`src/rtl/arith_pkg.sv`:
```
// rtl/arith_pkg.sv - shared widths, accumulator state type and signed limit helpers
package arith_pkg;

  localparam int PROD_W_DEF = 64;
  localparam int ACC_W_DEF  = 80;
  localparam int CNT_W_DEF  = 16;

  typedef enum logic [0:0] {
    ACCUM = 1'b0,
    HOLD  = 1'b1
  } state_t;

  // Largest positive two's-complement value at width w (w <= 128), zero-extended.
  function automatic logic [127:0] signed_max(input int unsigned w);
    return (128'd1 << (w - 1)) - 128'd1;
  endfunction

  // Most negative two's-complement value at width w (w <= 128); only the low w bits matter.
  function automatic logic [127:0] signed_min(input int unsigned w);
    return 128'd1 << (w - 1);
  endfunction

endpackage

```
`src/rtl/sat_adder.sv`:
```
// rtl/sat_adder.sv - combinational signed adder with overflow flag and optional clamp
module sat_adder
  import arith_pkg::*;
#(
  parameter int W        = ACC_W_DEF,
  parameter bit SATURATE = 1'b1
) (
  input  logic [W-1:0] a,
  input  logic [W-1:0] b,
  output logic [W-1:0] sum,
  output logic         overflow
);

  localparam logic [W-1:0] MAX_POS = W'(signed_max(W));
  localparam logic [W-1:0] MIN_NEG = W'(signed_min(W));

  logic [W-1:0] raw;

  // Wrapped sum; overflow means like-signed operands produced an opposite-signed result.
  always_comb begin
    raw      = a + b;
    overflow = (a[W-1] == b[W-1]) && (raw[W-1] != a[W-1]);
    sum      = raw;
    if (SATURATE && overflow) begin
      sum = b[W-1] ? MIN_NEG : MAX_POS;
    end
  end

endmodule

```
`src/rtl/product_accumulator.sv`:
```
// rtl/product_accumulator.sv - reduces blocks of signed products to one signed sum per block
module product_accumulator
  import arith_pkg::*;
#(
  parameter int PROD_W   = PROD_W_DEF,
  parameter int ACC_W    = ACC_W_DEF,
  parameter int CNT_W    = CNT_W_DEF,
  parameter bit SATURATE = 1'b1
) (
  input  logic              clk,
  input  logic              rst,
  input  logic              in_valid,
  output logic              in_ready,
  input  logic [PROD_W-1:0] in_product,
  input  logic              in_last,
  output logic              out_valid,
  input  logic              out_ready,
  output logic [ACC_W-1:0]  out_sum,
  output logic [CNT_W-1:0]  out_count,
  output logic              out_overflow
);

  state_t             state;
  logic [ACC_W-1:0]   acc;
  logic [CNT_W-1:0]   cnt;
  logic               ovf;

  logic [ACC_W-1:0]   prod_ext;
  logic [ACC_W-1:0]   nxt;
  logic               add_ovf;
  logic [CNT_W-1:0]   cnt_inc;
  logic               accept;

  // in_ready comes from state alone, so out_ready never reaches it combinationally.
  assign in_ready = (state == ACCUM);
  assign accept   = in_valid && in_ready;

  // Sign-extend the product to accumulator width; also correct when ACC_W == PROD_W.
  assign prod_ext = ACC_W'($signed(in_product));

  // Beat counter sticks at all-ones instead of wrapping.
  assign cnt_inc = (cnt == {CNT_W{1'b1}}) ? cnt : cnt + CNT_W'(1);

  sat_adder #(
    .W        (ACC_W),
    .SATURATE (SATURATE)
  ) u_add (
    .a        (acc),
    .b        (prod_ext),
    .sum      (nxt),
    .overflow (add_ovf)
  );

  // Accumulate beats, hand the finished block to the result buffer, hold until consumed.
  always_ff @(posedge clk) begin
    if (rst) begin
      state        <= ACCUM;
      acc          <= '0;
      cnt          <= '0;
      ovf          <= 1'b0;
      out_valid    <= 1'b0;
      out_sum      <= '0;
      out_count    <= '0;
      out_overflow <= 1'b0;
    end else begin
      case (state)
        ACCUM: begin
          if (accept) begin
            if (in_last) begin
              out_sum      <= nxt;
              out_count    <= cnt_inc;
              out_overflow <= ovf | add_ovf;
              out_valid    <= 1'b1;
              acc          <= '0;
              cnt          <= '0;
              ovf          <= 1'b0;
              state        <= HOLD;
            end else begin
              acc <= nxt;
              cnt <= cnt_inc;
              ovf <= ovf | add_ovf;
            end
          end
        end
        HOLD: begin
          if (out_ready) begin
            out_valid <= 1'b0;
            state     <= ACCUM;
          end
        end
        default: state <= ACCUM;
      endcase
    end
  end

endmodule
```
`config.mk`:
```
export PLATFORM = sky130hd
export DESIGN_NAME = product_accumulator
export DESIGN_NICKNAME = d
export VERILOG_FILES = /design/src/rtl/arith_pkg.sv /design/src/rtl/sat_adder.sv /design/src/rtl/product_accumulator.sv
export SDC_FILE = /design/constraint.sdc
export NUM_CORES = 1
export LEC_CHECK = 0
export CAP_MARGIN = 20
export CORE_ASPECT_RATIO = 0.9
export CORE_MARGIN = 2
export CORE_UTILIZATION = 57
export CTS_BUF_LIST = sky130_fd_sc_hd__clkbuf_8
export DETAILED_ROUTE_END_ITERATION = 16
export PLACE_DENSITY = 0.92
export SYNTH_ARGS = -nofsm -noshare
export SYNTH_HDL_FRONTEND = slang
export SYNTH_SLANG_ARGS = --single-unit
```
`constraint.sdc`:
```
create_clock -name clk -period 5.2 [get_ports clk]
set_input_delay 0.52 -clock clk [delete_from_list [all_inputs] [get_ports clk]]
set_output_delay 0.52 -clock clk [all_outputs]
set_load 0.01 [all_outputs]
```
==> impl_metrics.prom, run 1 <==
# TYPE chip_impl_metric gauge
chip_impl_info{name="run_status",value="finished clean"} 1
chip_impl_metric{name="peakVddDrop",unit="mV"} 0.185
chip_impl_info{name="critical_path.endpoint_type",value="flop"} 1
chip_impl_metric{name="final-hold-violation-count",unit=""} 0
chip_impl_metric{name="max_cap_viol_count",unit=""} 0
chip_impl_metric{name="static-leakage-power",unit="uW"} 0.00607
chip_impl_metric{name="layout-area-overhead-vs-synth",unit="%"} 23.0
chip_impl_metric{name="cts.hold.buffers_added",unit=""} 0
chip_impl_metric{name="die_height",unit="um"} 142
chip_impl_metric{name="worst_skew_pair.late_latency",unit="ns"} 0.49
chip_impl_metric{name="die_w",unit="um"} 157
chip_impl_info{name="cts_tree",value="yes"} 1
chip_impl_metric{name="floorplan.io_pins",unit=""} 168
chip_impl_metric{name="post_dp_cell_area",unit="mm^2"} 0.0143
chip_impl_metric{name="cts_htree_levels",unit=""} 4
chip_impl_metric{name="antenna_left",unit=""} 0
chip_impl_metric{name="yosysTopAreaCellShare",unit="%"} 32.7
chip_impl_info{name="grt_setup_unrepaired",value="false"} 1
chip_impl_metric{name="grt_max_degree",unit=""} 72
chip_impl_metric{name="critPathMaxStageDelay",unit="ns"} 0.58
chip_impl_metric{name="drt_pre_antenna_iters",unit=""} 5
chip_impl_info{name="final_cell_mix",value="196 x sky130_fd_sc_hd__dfxtp_1, 166 x sky130_fd_sc_hd__clkdlybuf4s50_1, 156 x sky130_fd_sc_hd__a21oi_1"} 1
chip_impl_metric{name="number_of_synthesized_flops_with_an_enable_pin",unit=""} 0
chip_impl_metric{name="port_buffers",unit=""} 167
chip_impl_info{name="worst_path_dominant_cell_family",value="compound AO/OA/AOI/OAI gates"} 1
chip_impl_metric{name="syn-instance-count",unit=""} 1479
chip_impl_metric{name="numCtsBuffers",unit=""} 17
chip_impl_metric{name="arrival",unit="ns"} 5.30
chip_impl_metric{name="detail_route.iter0.violations",unit=""} 1213
chip_impl_metric{name="tritoncts_num_sinks",unit=""} 196
chip_impl_metric{name="die-area",unit="mm^2"} 0.0222
chip_impl_metric{name="clock_tree.buffer_depth",unit=""} 2
chip_impl_metric{name="place_hpwl",unit="um"} 28300
chip_impl_info{name="ys.flop_type",value="sky130_fd_sc_hd__dfxtp_1"} 1
chip_impl_metric{name="grt.total_usage",unit="%"} 34.1
chip_impl_metric{name="fp-row-count",unit=""} 50
chip_impl_metric{name="number_of_global_route_vias_before_repair",unit=""} 12000
chip_impl_metric{name="place_congestion",unit=""} 1.02
chip_impl_metric{name="pwr_density_cell",unit="mW/mm^2"} 282
chip_impl_metric{name="insertedDiodeCount",unit=""} 0
chip_impl_metric{name="floorplan.initialDensity",unit="%"} 58.0
chip_impl_metric{name="post_synth.cell_area_avg",unit="um^2"} 8.12
chip_impl_metric{name="setup_viol_count_final",unit=""} 0
chip_impl_metric{name="synth_seq_cells",unit=""} 196
chip_impl_metric{name="crit_required",unit="ns"} 5.62
chip_impl_metric{name="via_per_inst",unit=""} 6.41
chip_impl_metric{name="remaining_drc_errors",unit=""} 0
chip_impl_info{name="synth_area_leaders",value="sky130_fd_sc_hd__dfxtp_1 33%, sky130_fd_sc_hd__ha_1 8.3%, sky130_fd_sc_hd__a21oi_1 6.6%"} 1
chip_impl_metric{name="critical_path.max_fanout",unit=""} 25
chip_impl_info{name="layout.cells.most_common",value="sky130_fd_sc_hd__dfxtp_1"} 1
chip_impl_metric{name="grt_pass1_wl",unit="um"} 60600
chip_impl_metric{name="final.setup.tns",unit="ns"} 0
chip_impl_metric{name="final_period_minus_worst_setup_slack",unit="ns"} 4.89
chip_impl_info{name="worstPathCellList",value="clkdlybuf4s50_1, ha_1, a21o_1, a21oi_1, o21ai_1, o21ai_1, a2111oi_2, buf_4, o211ai_1, a21oi_1, nor3_2, nor2_1, a211oi_1, fa_1, nand2_1, inv_1, a21o_1, nor2_2, buf_12, a221o_1"} 1
chip_impl_metric{name="routed_wire_length_per_instance",unit="um"} 19.6
chip_impl_metric{name="routed_wirelength",unit="um"} 38200
chip_impl_metric{name="max_freq",unit="MHz"} 205
chip_impl_info{name="hold_path_class",value="flop to flop"} 1
chip_impl_metric{name="yosys_warnings",unit=""} 0
chip_impl_metric{name="grt_antenna_before_repair",unit=""} 0
chip_impl_metric{name="layout_filler_cell_count",unit=""} 1611
chip_impl_metric{name="mappedNetlistArea",unit="mm^2"} 0.0120
chip_impl_metric{name="coreArea",unit="mm^2"} 0.0207
chip_impl_metric{name="clk_pin_slew",unit="ns"} 0.11
chip_impl_metric{name="drv_slew",unit=""} 0
chip_impl_metric{name="syn_nets",unit=""} 1630
chip_impl_metric{name="final_core_util",unit="%"} 71.3
chip_impl_metric{name="report.power.total",unit="uW"} 4160
chip_impl_metric{name="r2r_slack",unit="ns"} 0.48
chip_impl_metric{name="num-nets-final",unit=""} 1798
chip_impl_metric{name="ffs_w_async_s_r_synth",unit="%"} 0
chip_impl_metric{name="post_route_clock_skew",unit="ns"} 0.0198
chip_impl_metric{name="global_route.overflow_total",unit=""} 0
chip_impl_metric{name="worst-slew-pin-transition",unit="ns"} 0.863
chip_impl_metric{name="timing.slew.headroom",unit="%"} 42.3
chip_impl_info{name="cpMaxStageDelayCell",value="sky130_fd_sc_hd__nor2_2"} 1
chip_impl_info{name="timing.setup.critical_path_class",value="input pin to flop"} 1
chip_impl_metric{name="yosysUniqueCellTypes",unit=""} 74
chip_impl_info{name="worstSetupStartpointType",value="input pin"} 1
chip_impl_info{name="synth_area_leader_cell",value="sky130_fd_sc_hd__dfxtp_1"} 1
chip_impl_metric{name="total_buffers_and_inverters_traversed_by_the_critical_path",unit=""} 4
chip_impl_metric{name="drive_gt1_share",unit="%"} 8.49
chip_impl_metric{name="dr_total_vias",unit=""} 12500
chip_impl_info{name="cts_root_buffer",value="sky130_fd_sc_hd__clkbuf_8"} 1
chip_impl_metric{name="synth-seq-area-share",unit="%"} 32.7
chip_impl_metric{name="postLayoutCellArea",unit="mm^2"} 0.0148
chip_impl_metric{name="fin_crit_sh",unit="%"} 94.0
## kinds of logic (layout without fill, tap and decap cells)
logic type                 count (synthesis)  after routing  share of synthesized area (%)
muxes                                      3              3                          0.250
xor gates and xnor gates                  83             83                           6.06
buffers and inverters                    128            309                           4.15
and+or+nand+nor                          413            413                           16.0
AOI/OAI and AO/OA                        574            574                           32.1
adders and majority gates                 82             82                           8.67
DFF                                      196            196                           32.7
## cell type report
class                   instances  area, um^2  share of cell area, %
clock inverters                14         179                   1.21
well taps                     286         358                   2.42
repair buffers                242        2300                   15.6
clock buffers                  18         248                   1.68
flip-flops and latches        196        3920                   26.6
inverters                      35         131                  0.890
multi-input cells            1155        7620                   51.6
## cells in the mapped netlist (all sizes together) (16+ instances only)
cell,count
o21bai,19
ha,80
a31oi,19
nor2,120
xor2,31
clkbuf,84
a21oi,161
xnor2,52
a22oi,16
nand3,27
o21ai,149
o21a,19
inv,35
a21o,38
nor3,22
nand2,146
a221o,72
nand4,25
dfxtp,196
## flip-flops by register name, summed over array words and instances (netlist names)
| signal | cells |
|---|---|
| cnt | 16 |
| state | 1 |
| out_overflow | 1 |
| out_sum | 80 |
| ovf | 1 |
| out_valid | 1 |
| out_count | 16 |
| acc | 80 |
## layer usage
metal,track usage [%],vias up,wire (um)
li1,-,5808,-
met1,46.3,5837,16200
met2,54.0,712,17000
met3,6.41,112,3840
met4,12.6,0,1090
met5,0,-,0
## metrics by stage
step / worst slack, ns / hold WS [ns] / cells
2_1_floorplan: 0.430 / 0.429 / 1479
3_3_place_gp: 0.0253 / 0.428 / 1914
3_5_place_dp: -0.227 / 0.433 / 1914
4_1_cts: 0.257 / 0.448 / 1946
5_1_grt: 0.0253 / 0.486 / 1946
6_report: 0.311 / 0.448 / 1946
## report_power, final
group	switching [uW]	internal, uW
Sequential	75.1	1620
Combinational	789	612
Clock	642	425
Total	1510	2660
## worst register-to-register path: stages, from the launching register on
cell                       delay, ns
sky130_fd_sc_hd__dfxtp_1        0.34
sky130_fd_sc_hd__ha_1           0.34
sky130_fd_sc_hd__a21oi_1        0.25
sky130_fd_sc_hd__o21ai_0        0.18
sky130_fd_sc_hd__a221oi_2       0.37
sky130_fd_sc_hd__o21ai_0        0.24
sky130_fd_sc_hd__o211ai_1       0.31
sky130_fd_sc_hd__a21oi_1        0.13
sky130_fd_sc_hd__nor3_2         0.22
sky130_fd_sc_hd__nor2_1         0.07
sky130_fd_sc_hd__a211oi_1       0.30
sky130_fd_sc_hd__fa_1           0.52
sky130_fd_sc_hd__nand2_1        0.12
sky130_fd_sc_hd__inv_1          0.06
sky130_fd_sc_hd__a21o_1         0.20
sky130_fd_sc_hd__nor2_2         0.58
sky130_fd_sc_hd__buf_12         0.27
sky130_fd_sc_hd__a221o_1        0.17
## path summary, 6_finish.rpt
| path | startpoint | endpoint | depth (start not counted) |
|---|---|---|---|
| max reg2reg | acc[18] | out_sum[57] | 17 |
| min reg2reg | out_overflow | out_overflow | 2 |
| min | out_overflow | out_overflow | 2 |
| max | in_product[1] | out_sum[57] | 20 |
## repair_timing
| action | in CTS | in global routing |
|---|---|---|
| setup buffers | 0 | 0 |
| setup endpoints to repair | 0 | 28 |
| gates resized for setup | 0 | 1 |
Note: power is estimated with default switching activity, not from simulation.
==> inputs of run 2 (changes only) <==
--- a/config.mk
+++ b/config.mk
@@ -11,7 +11,7 @@
 export CORE_UTILIZATION = 57
 export CTS_BUF_LIST = sky130_fd_sc_hd__clkbuf_8
 export DETAILED_ROUTE_END_ITERATION = 16
-export PLACE_DENSITY = 0.92
+export PLACE_DENSITY_LB_ADDON = 0.3
 export SYNTH_ARGS = -nofsm -noshare
 export SYNTH_HDL_FRONTEND = slang
 export SYNTH_SLANG_ARGS = --single-unit
==> run 2 against run 1 <==
  * Clock skew increased by 0.0080 ns
  * Die area unchanged
  * Fmax about the same
  * Sequential share of layout area increased by 0.17 points
  * Sequential power about the same
  * Total power decreased by 0.29%
  * Global-route usage increased by 0.067 points
  * Core utilization decreased by 0.45 points
  * Combinational power about the same
  * Setup slack improved by 0.00055 ns
  * Clock-buffer cell count decreased by 1
  * Critical path type unchanged
  * Largest power group unchanged
  * Highest routed layer unchanged
==> impl_metrics.prom, run 2 (synthesis results as in run 1) <==
# TYPE chip_impl_metric gauge
chip_impl_metric{name="remaining_drc_errors",unit=""} 0
chip_impl_metric{name="final.setup.tns",unit="ns"} 0
chip_impl_metric{name="setup_viol_count_final",unit=""} 0
chip_impl_metric{name="via_per_inst",unit=""} 6.30
chip_impl_metric{name="final_period_minus_worst_setup_slack",unit="ns"} 4.89
chip_impl_metric{name="number_of_global_route_vias_before_repair",unit=""} 11600
chip_impl_metric{name="num-nets-final",unit=""} 1784
chip_impl_metric{name="instances_no_fill",unit=""} 1932
chip_impl_info{name="grt_setup_unrepaired",value="false"} 1
chip_impl_metric{name="drt_pre_antenna_iters",unit=""} 6
chip_impl_metric{name="port_buffers",unit=""} 167
chip_impl_metric{name="drive_gt1_share",unit="%"} 7.65
chip_impl_metric{name="fp-row-count",unit=""} 50
chip_impl_metric{name="pre_cts_slack",unit="ns"} -0.151
chip_impl_metric{name="routed_wirelength",unit="um"} 37900
chip_impl_metric{name="floorplan.initialDensity",unit="%"} 58.0
chip_impl_info{name="critical_path.endpoint_type",value="flop"} 1
chip_impl_metric{name="pwr_density_cell",unit="mW/mm^2"} 283
chip_impl_metric{name="seq_power_share",unit="%"} 40.8
chip_impl_metric{name="critical_path.max_fanout",unit=""} 35
chip_impl_metric{name="postCtsSetupRepairBufs",unit=""} 0
chip_impl_metric{name="drv_slew",unit=""} 0
chip_impl_metric{name="crit_required",unit="ns"} 5.57
chip_impl_metric{name="final-hold-violation-count",unit=""} 0
chip_impl_metric{name="sw_frac_of_total",unit="%"} 36.5
chip_impl_metric{name="coreArea",unit="mm^2"} 0.0207
chip_impl_metric{name="tritoncts_num_sinks",unit=""} 196
chip_impl_info{name="cts_tree",value="yes"} 1
chip_impl_metric{name="cts_htree_levels",unit=""} 4
chip_impl_metric{name="antenna_left",unit=""} 0
chip_impl_metric{name="timing.slew.headroom",unit="%"} 30.2
chip_impl_metric{name="max_freq",unit="MHz"} 205
chip_impl_metric{name="static-leakage-power",unit="uW"} 0.00600
chip_impl_metric{name="grt_antenna_before_repair",unit=""} 0
chip_impl_metric{name="cts.hold.buffers_added",unit=""} 0
chip_impl_metric{name="placed_cells",unit=""} 1900
chip_impl_metric{name="p_clk_share",unit="%"} 26.3
chip_impl_metric{name="grt_pass1_wl",unit="um"} 60400
chip_impl_metric{name="place_hpwl",unit="um"} 28100
chip_impl_metric{name="cellInternalPower",unit="uW"} 2640
chip_impl_metric{name="grt_max_degree",unit=""} 49
chip_impl_info{name="layout_top_registers",value="acc (80), out_sum (80)"} 1
chip_impl_metric{name="grt.total_usage",unit="%"} 34.2
chip_impl_metric{name="die_w",unit="um"} 157
chip_impl_metric{name="r2r_cells",unit=""} 17
chip_impl_metric{name="layout-area-overhead-vs-synth",unit="%"} 22.3
chip_impl_metric{name="arrival",unit="ns"} 5.26
chip_impl_metric{name="post_route_clock_skew",unit="ns"} 0.0277
chip_impl_metric{name="global_route.overflow_total",unit=""} 0
chip_impl_info{name="run_status",value="finished clean"} 1
chip_impl_metric{name="die-area",unit="mm^2"} 0.0222
chip_impl_metric{name="worst-slew-pin-transition",unit="ns"} 1.05
chip_impl_metric{name="floorplan.io_pins",unit=""} 168
chip_impl_metric{name="clk_pin_slew",unit="ns"} 0.12
chip_impl_metric{name="peakVddDrop",unit="mV"} 0.161
chip_impl_metric{name="final_core_util",unit="%"} 70.9
chip_impl_metric{name="fin_crit_sh",unit="%"} 94.0
chip_impl_metric{name="routed_wire_length_per_instance",unit="um"} 19.6
chip_impl_metric{name="final_critical_path_setup_slack",unit="ns"} 0.312
chip_impl_metric{name="numCtsBuffers",unit=""} 17
chip_impl_metric{name="max_cap_viol_count",unit=""} 0
chip_impl_metric{name="comb_power_share",unit="%"} 32.9
chip_impl_metric{name="power.switching",unit="uW"} 1520
chip_impl_metric{name="die_height",unit="um"} 142
chip_impl_info{name="hold_path_class",value="flop to flop"} 1
chip_impl_info{name="worstSetupStartpointType",value="input pin"} 1
chip_impl_metric{name="detail_route.iter0.violations",unit=""} 1136
chip_impl_info{name="cts_root_buffer",value="sky130_fd_sc_hd__clkbuf_8"} 1
chip_impl_metric{name="dr_total_vias",unit=""} 12200
chip_impl_metric{name="insertedDiodeCount",unit=""} 0
chip_impl_metric{name="place_congestion",unit=""} 0.974
chip_impl_info{name="timing.setup.critical_path_class",value="input pin to flop"} 1
chip_impl_info{name="layout.cells.most_common",value="sky130_fd_sc_hd__dfxtp_1"} 1
chip_impl_metric{name="report.power.total",unit="uW"} 4150
chip_impl_metric{name="whs_path_depth",unit=""} 2
chip_impl_metric{name="clock_tree.buffer_depth",unit=""} 2
chip_impl_metric{name="worst_skew_pair.late_latency",unit="ns"} 0.50
chip_impl_info{name="final_cell_mix",value="196 x sky130_fd_sc_hd__dfxtp_1, 166 x sky130_fd_sc_hd__clkdlybuf4s50_1, 156 x sky130_fd_sc_hd__a21oi_1"} 1
[run 2: cell count changes in the layout (fill, tap and decap cells not counted), sizes merged]
cell and change:
buf -14, clkbuf -1, clkinv +1, clkinvlp +1, inv -1
[run 2: final timing paths]
path / startpoint / endpoint / slack, ns
min reg2reg: out_sum[36] / out_sum[36] / 0.46
min: out_sum[36] / out_sum[36] / 0.46
max: in_product[18] / out_sum[74] / 0.31
max reg2reg: acc[20] / out_sum[74] / 0.42
[run 2: cell type report]
type / count / area, um^2
clock buffers: 17 / 234
well taps: 286 / 358
repair buffers: 228 / 2200
fillers: 1716 / 6030
clock inverters: 15 / 205
multi-input cells: 1155 / 7620
inverters: 35 / 131
flip-flops and latches: 196 / 3920
[run 2: stage by stage]
stage                     cell area, um^2  hold WS (ns)
after floorplan                     12000         0.429
after global placement              14200         0.426
after detailed placement            14200         0.442
after CTS                           14700         0.469
after global routing                14700         0.487
final                               14700         0.465
[run 2: per-layer routing]
metal / vias up / wire length, um / track usage (%) / part of all wire, %
met1: 5744 / 17200 / 47.3 / 45
met2: 562 / 16500 / 53.3 / 44
met5: - / 0 / 0 / 0
met3: 85 / 3110 / 6.23 / 8.2
met4: 0 / 1100 / 12.2 / 2.9
li1: 5773 / - / - / -
[run 2: critical path: stages]
cell,delay (ns)
sky130_fd_sc_hd__clkdlybuf4s50_1,0.40
sky130_fd_sc_hd__ha_1,0.37
sky130_fd_sc_hd__a21oi_1,0.24
sky130_fd_sc_hd__o21ai_0,0.14
sky130_fd_sc_hd__a221oi_1,0.53
sky130_fd_sc_hd__o21ai_0,0.27
sky130_fd_sc_hd__o211ai_1,0.33
sky130_fd_sc_hd__a21oi_1,0.13
sky130_fd_sc_hd__nor3_2,0.24
sky130_fd_sc_hd__nor2_1,0.08
sky130_fd_sc_hd__a211oi_1,0.29
sky130_fd_sc_hd__fa_1,0.54
sky130_fd_sc_hd__nor3_2,0.27
sky130_fd_sc_hd__a21o_1,0.22
sky130_fd_sc_hd__nor2_2,0.07
sky130_fd_sc_hd__buf_12,0.17
sky130_fd_sc_hd__a221oi_1,0.29
sky130_fd_sc_hd__o21ai_0,0.13
[run 2: power groups by stage]
stage / Combinational [uW] / Sequential [uW] / Clock, uW
3_5_place_dp: 1330 / 1720 / 0
2_1_floorplan: 813 / 1740 / 0
5_1_grt: 1490 / 1710 / 1150
6_report: 1370 / 1690 / 1090
4_1_cts: 1340 / 1690 / 1100
3_3_place_gp: 1320 / 1720 / 0
[run 2: what timing repair did]
action,4_1_cts,5_1_grt
resized for setup,0,1
setup endpoints to repair,0,1
endpoints found under the hold margin,0,0
==> inputs of run 3 (changes only) <==
--- a/config.mk
+++ b/config.mk
@@ -5,7 +5,7 @@
 export SDC_FILE = /design/constraint.sdc
 export NUM_CORES = 1
 export LEC_CHECK = 0
-export CAP_MARGIN = 20
+export CAP_MARGIN = 5
 export CORE_ASPECT_RATIO = 0.9
 export CORE_MARGIN = 2
 export CORE_UTILIZATION = 57
==> results of run 3 <==
No change in the layout: final DEF, timing and power equal those of run 2.
